### src/rtl/cpu_pkg.sv
// Shared CPU constants and the write-port payload used by the register file.
package cpu_pkg;

  localparam int unsigned REGISTER_COUNT         = 32;
  localparam int unsigned REGISTER_ADDRESS_WIDTH = 5;
  localparam int unsigned REGISTER_DATA_WIDTH    = 32;

  localparam logic [REGISTER_DATA_WIDTH-1:0]    ZERO_WORD     = 32'h0;
  localparam logic [REGISTER_ADDRESS_WIDTH-1:0] ZERO_REGISTER = 5'd0;

  typedef logic [REGISTER_ADDRESS_WIDTH-1:0] register_address_t;
  typedef logic [REGISTER_DATA_WIDTH-1:0]    register_word_t;

  typedef struct packed {
    logic              enable;
    register_address_t address;
    register_word_t    data;
  } register_write_t;

endpackage

### src/rtl/register_read_port.sv
// One combinational read port: zero/disable gating, write-through bypass, stored word.
module register_read_port
  import cpu_pkg::*;
(
  input  logic              reset,
  input  logic              read_enable,
  input  register_address_t read_address,
  input  register_write_t   write_bus,
  input  register_word_t    stored_word,
  output register_word_t    read_data
);

  logic bypass_hit;

  assign bypass_hit = write_bus.enable && (write_bus.address == read_address);

  // Enable is tested first so an undefined address cannot leak through when idle.
  always_comb begin
    read_data = ZERO_WORD;
    if (reset || !read_enable) begin
      read_data = ZERO_WORD;
    end else if (read_address == ZERO_REGISTER) begin
      read_data = ZERO_WORD;
    end else if (bypass_hit) begin
      read_data = write_bus.data;
    end else begin
      read_data = stored_word;
    end
  end

endmodule

### src/rtl/register_file.sv
// 32x32 register file with r0 hardwired to zero, one write port and two bypassed read ports.
module register_file
  import cpu_pkg::*;
(
  input  logic                              clock,
  input  logic                              reset,
  input  logic                              register_write_enable,
  input  logic [REGISTER_ADDRESS_WIDTH-1:0] register_write_address,
  input  logic [REGISTER_DATA_WIDTH-1:0]    register_write_data,
  input  logic                              register_read_enable_1,
  input  logic [REGISTER_ADDRESS_WIDTH-1:0] register_read_address_1,
  output logic [REGISTER_DATA_WIDTH-1:0]    register_read_data_1,
  input  logic                              register_read_enable_2,
  input  logic [REGISTER_ADDRESS_WIDTH-1:0] register_read_address_2,
  output logic [REGISTER_DATA_WIDTH-1:0]    register_read_data_2
);

  register_word_t  storage [REGISTER_COUNT];
  register_write_t write_bus;
  logic            write_commit;

  assign write_bus.enable  = register_write_enable;
  assign write_bus.address = register_write_address;
  assign write_bus.data    = register_write_data;

  assign write_commit = register_write_enable && (register_write_address != ZERO_REGISTER);

  // Reset wins over a simultaneous write; r0 is never written so it stays zero.
  always_ff @(posedge clock) begin
    if (reset) begin
      for (int i = 0; i < int'(REGISTER_COUNT); i++) begin
        storage[i] <= ZERO_WORD;
      end
    end else if (write_commit) begin
      storage[register_write_address] <= register_write_data;
    end
  end

  register_read_port u_read_port_1 (
    .reset        (reset),
    .read_enable  (register_read_enable_1),
    .read_address (register_read_address_1),
    .write_bus    (write_bus),
    .stored_word  (storage[register_read_address_1]),
    .read_data    (register_read_data_1)
  );

  register_read_port u_read_port_2 (
    .reset        (reset),
    .read_enable  (register_read_enable_2),
    .read_address (register_read_address_2),
    .write_bus    (write_bus),
    .stored_word  (storage[register_read_address_2]),
    .read_data    (register_read_data_2)
  );

endmodule

### config.mk
export PLATFORM = sky130hd
export DESIGN_NAME = register_file
export DESIGN_NICKNAME = d
export VERILOG_FILES = /design/src/rtl/cpu_pkg.sv /design/src/rtl/register_read_port.sv /design/src/rtl/register_file.sv
export SDC_FILE = /design/constraint.sdc
export NUM_CORES = 2
export LEC_CHECK = 0
export CAP_MARGIN = 10
export CORE_MARGIN = 2
export CORE_UTILIZATION = 58
export CTS_BUF_LIST = sky130_fd_sc_hd__clkbuf_16
export DETAILED_ROUTE_END_ITERATION = 7
export DONT_BUFFER_PORTS = 1
export PLACE_DENSITY = 0.8
export SLEW_MARGIN = 15
export SYNTH_ARGS = -nofsm -noshare
export SYNTH_HDL_FRONTEND = slang
export SYNTH_SLANG_ARGS = --single-unit
### constraint.sdc
create_clock -name clock -period 2.55 [get_ports clock]
set_input_delay 0.51 -clock clock [delete_from_list [all_inputs] [get_ports clock]]
set_output_delay 0.51 -clock clock [all_outputs]
set_load 0.1 [all_outputs]
[Word level (Yosys, flattened, before mapping)]
Memories as Yosys holds them, arrays and structs flattened.
Index checks and enable logic that the tools add are counted.
Widths: inputs -> output; s select.
Operators by class
  eq/ne operators: 2
  muxes and demuxes: 14
  reductions and logical operators: 11
Operator list (count)
  $mux 32: 7
  $reduce_or 32->1: 1
  $eq 5x5->1: 2
  $logic_not 5->1: 2
  $mux 1: 6
  $mux 5: 1
  $reduce_bool 5->1: 1
  $logic_and 1x1->1: 3
  $logic_not 1->1: 2
  $logic_or 1x1->1: 2
Word-level totals
  bits in registers: 0
  bits in writable memories: 1024
  input bits: 52
  output and inout bits: 64
  word-level logic and storage cells: 28
  memories kept: 1
Memory list
  storage: depth 32, bits a word 32, rd ports 2, clocked after Yosys merged registers in 0, write ports 32, line register_file.sv:18  | register_word_t storage [REGISTER_COUNT];

[Logic depth before layout (Yosys ltp)]
  depth after elaboration: 7
  mapped depth: 10

[By module]
From an unflattened synthesis, not the netlist that was laid out.
Unflattened totals
  cells, all modules: 4853
  area, all modules: 57204.9 um^2
Modules (own cells, without submodules)
  register_file: instances 1, cells an instance 4605, area an instance 55896.1 um^2, seq. area each 30749.5 um^2
  register_read_port: instances 2, cells an instance 124, area an instance 654.4 um^2, seq. area each 0.0 um^2

[Worst setup path after synthesis]
Ideal clock, no wire load.
  path type: input-to-output
  from: input port register_write_address[4]
  to: output port register_read_data_1[0]
  arrival time: 3344 ps
  data required time: 2040 ps
  path slack: -1304 ps
  stages: 7
  buffers on the path: 2
  cells stage by stage: clkbuf_1 xor2_1 nor4_1 nor4b_2 buf_2 a211oi_1 a21oi_1
On the way
  word-level cells in the longest chain between the ends: 5
Ends and longest elaborated chain
  start: declaration: line register_file.sv:8  | input logic [REGISTER_ADDRESS_WIDTH-1:0] register_write_address,
  $eq 5x5->1: line register_read_port.sv:15  | assign bypass_hit = write_bus.enable && (write_bus.address == read_address);
  $logic_and 1x1->1: line register_read_port.sv:15
  $mux 32: line register_read_port.sv:24  | end else if (bypass_hit) begin
  $mux 32: line register_read_port.sv:22  | end else if (read_address == ZERO_REGISTER) begin
  $mux 32: line register_read_port.sv:20  | if (reset || !read_enable) begin
  end: declaration: line register_file.sv:12  | output logic [REGISTER_DATA_WIDTH-1:0] register_read_data_1,
Every way passes these cells.

[Final worst setup path]
  from: input port register_read_address_1[0]
  to: output port register_read_data_1[29]
On the way
  word-level cells in the longest chain between the ends: 5
  elaborated cells on any way between the ends: 7
  those cells by class: 1 x eq/ne; 3 x mux; 2 x reduce/logical; 1 x memory
Ends and longest elaborated chain
  start: declaration: line register_file.sv:11  | input logic [REGISTER_ADDRESS_WIDTH-1:0] register_read_address_1,
  branches (longest 3 deep; another with $mem_v2 32x32)
  $mux 32 *: line register_read_port.sv:22
  $mux 32 *: line register_read_port.sv:20
Mark *: on every way between the ends.

==> flow_summary.toml <==
[outcome]
status = "complete, but fails checks"
violations = "setup timing"

[timing]
relSlewSlack_pct = 27.73
period_share_pct = 133.8
tightest_slew_ns = 1.084
timing.final.ws_setup_ns = -0.8623
finalHoldViolCount = 0
fmax_ghz = 0.2931
tns_ns = -45.78
slew_violations = 0
finalSetupViolCount = 64
rsz0062_at_grt = "yes"
final.min_clock_period_ns = 3.412

[power]
p_seq_share_pct = 48.3
power.total_mw = 41.26
combinationalPowerShare_pct = 12.6
swShare_pct = 23.99
ir_drop_mv = 0.6254
cellPowerDensity_nw_per_um2 = 639.7
clkPwrFrac_pct = 39.0
p_switching_mw = 9.900
power.leakage_nw = 22.64
p_int_mw = 31.36

[synthesis]
synth_edf_count = 1024
synth_cell_type_count = 48
synth_area_per_cell_um2 = 14.88
synth-seq-cells = 1024
syn-cell-area_um2 = 55170
yosysSeqAreaShare_pct = 55.73
yosys_most_used_dff = "edfxtp_1"
syn_inst = 3709
ys_warn_count = 0
async_flop_share_pct = 0

[global_routing]
overflow = 0
grt_max_degree = 321
grt_pass1_wl_mm = 262.6
grt_pass1_vias = 37030
busiest_layer = "met2"
grt_antenna_before_repair = 9
gr-usage-all-layers_pct = 37.91
grtUsageMet3_pct = 14.17
grtUsageMet2_pct = 55.31
use_met1_pct = 49.40

[die]
fp.dieH_um = 312.4
core_um2 = 94590
io_pins = 116
num_rows = 113
die_area_um2 = 97610
initial_core_util_pct = 58.33
die_w_um = 312.4

[cts]
clock-sinks = 1024
cts_buffers = 105
clk_path_buf_depth = 3
htreeDepth = 3
cts_tree = "built"
path_clk_slew_ns = 0.06
cts_root_buffer = "clkbuf_16"

[final_layout]
largest_reg_flops = 1024
design_area_um2 = 64510
area_delta_synth_final_pct = 16.92
top_regs = "storage x1024"
regMostFlops = "storage"
final_cell_mix = "edfxtp_1, and2_1, mux4_2"
layout.nets = 3828
layout_commonest_cell = "edfxtp_1"
drive_gt1_share_pct = 31.47

[placed_design]
dp_hpwl_mm = 105.9
dpl_cell_area_um2 = 60070
io_buffers = 0
gp_congestion = 0.9264

[worst_setup_path]
end_kind = "primary output"
arrival_ns = 2.90
path_class = "input pin to primary output"
required_ns = 2.04
path_max_fanout = 257
cp-start-kind = "input pin"

[job]
maxCapViolCount = 0

[hold_path]
min_from = "register_write_data[0]"
holdPathStages = 1
whs_endpoint = "storage[7][0]"
hold_path.class = "input pin to flip-flop"

[routing]
num_vias = 37380
wl_per_cell_um = 36.18
drc = 0
viasPerCell = 7.287
ant_nets = 0
wl_mm = 185.6
drt_first_pass_iters = 6
first_iter_violations = 6369
[logic make-up (layout without fill, tap and decap cells)]
kind of cell              count (synthesis)  in the layout  synth area share (%)
other                                     1             35              0.006797
DFF                                    1024           1024                 55.73
buffers and inverters                   408            529                 3.195
xor gates and xnor gates                 10             10                0.1587
and+or+nand+nor                        1250           1250                 13.48
AOI/OAI and AO/OA                       337            337                 4.531
muxes                                   679            679                 22.89
[synth_stat cells (5+ instances only)]
master    instances  share of area, %
mux2i_1         185               3.4
o22ai_1          28              0.32
o21ai_1           5             0.045
edfxtp_1       1024                56
o221ai_1         52              0.83
nor2_1           72              0.49
mux4_2          463                19
nand2_1          75              0.51
o211ai_1         31              0.42
buf_4            27              0.37
and3_1           21              0.24
buf_2            68              0.62
a22o_1           62              0.98
buf_6             6              0.12
a211oi_1         32              0.44
xnor2_1           6             0.095
nand3b_1          5             0.068
mux2_2           31              0.63
a22oi_1           5             0.068
nor3_1           32              0.29
a21oi_1          85              0.77
or2_1            32              0.36
buf_1             8             0.054
a221o_1          32              0.58
and2_1          992                11
clkbuf_1        295               2.0
[cell type report]
| type | count | area [µm²] |
|---|---|---|
| fill | 5956 | 30080 |
| sequential | 1024 | 30750 |
| clock buffer | 105 | 2628 |
| multi-input combinational | 2308 | 24490 |
| inverter | 4 | 17.52 |
| antenna | 3 | 7.507 |
| timing repair buffer | 333 | 4096 |
| tap | 1265 | 1583 |
| clock inverter | 87 | 930.9 |
[timing repair]
action                     CTS  global route
hold endpoints to repair    30             0
gates resized for setup     59            61
hold buffers                 2             0
pin swaps                   69            50
gates cloned                 0             4
setup endpoints to repair   64            64
buffers inserted            18            19
[worst max-delay path: stages]
cell      delay [ns]
or4_4           0.76
buf_6           0.14
nor2_4          0.10
nor4b_4         0.07
buf_6           0.17
buf_12          0.18
a211oi_4        0.27
a21oi_4         0.11
buf_12          0.18
[power groups by stage]
stage,Combinational [mW],Sequential (mW),Clock (mW)
5_1_grt,5.30,20.0,16.7
3_5_place_dp,4.87,20.2,0
4_1_cts,4.98,19.9,16.1
2_1_floorplan,3.81,20.1,0
3_3_place_gp,4.82,20.1,0
6_report,5.22,19.9,16.1
[worst max-delay path by stage]
stage                               start                  endpoint  slack, ns
2_1_floorplan  register_read_address_1[0]  register_read_data_1[20]      -0.37
6_report       register_read_address_1[0]  register_read_data_1[29]      -0.86
3_3_place_gp   register_read_address_1[0]  register_read_data_1[29]      -0.43
5_1_grt                   storage[12][10]  register_read_data_2[10]      -0.72
4_1_cts                   storage[12][10]  register_read_data_2[10]      -0.70
3_5_place_dp   register_read_address_1[0]  register_read_data_1[29]      -0.45
[per-stage QoR]
step	instances	hold WS (ns)	util, %	setup WS (ns)
finish	5129	0.01849	68.20	-0.8623
floorplan	3740	0.7082	-	-0.3679
global route	5127	0.009372	68.19	-0.7194
global placement	4912	0.6308	63.51	-0.4269
CTS	5109	0.001644	67.60	-0.7003
detailed placement	4912	0.6304	63.51	-0.4472
[per-layer routing]
metal	vias up	share of wire, %
met1	18630	32
met5	-	0.0054
met4	2	6.4
met3	758	17
li1	14370	-
met2	3615	44
No activity file was read; power rests on OpenSTA's default activity.
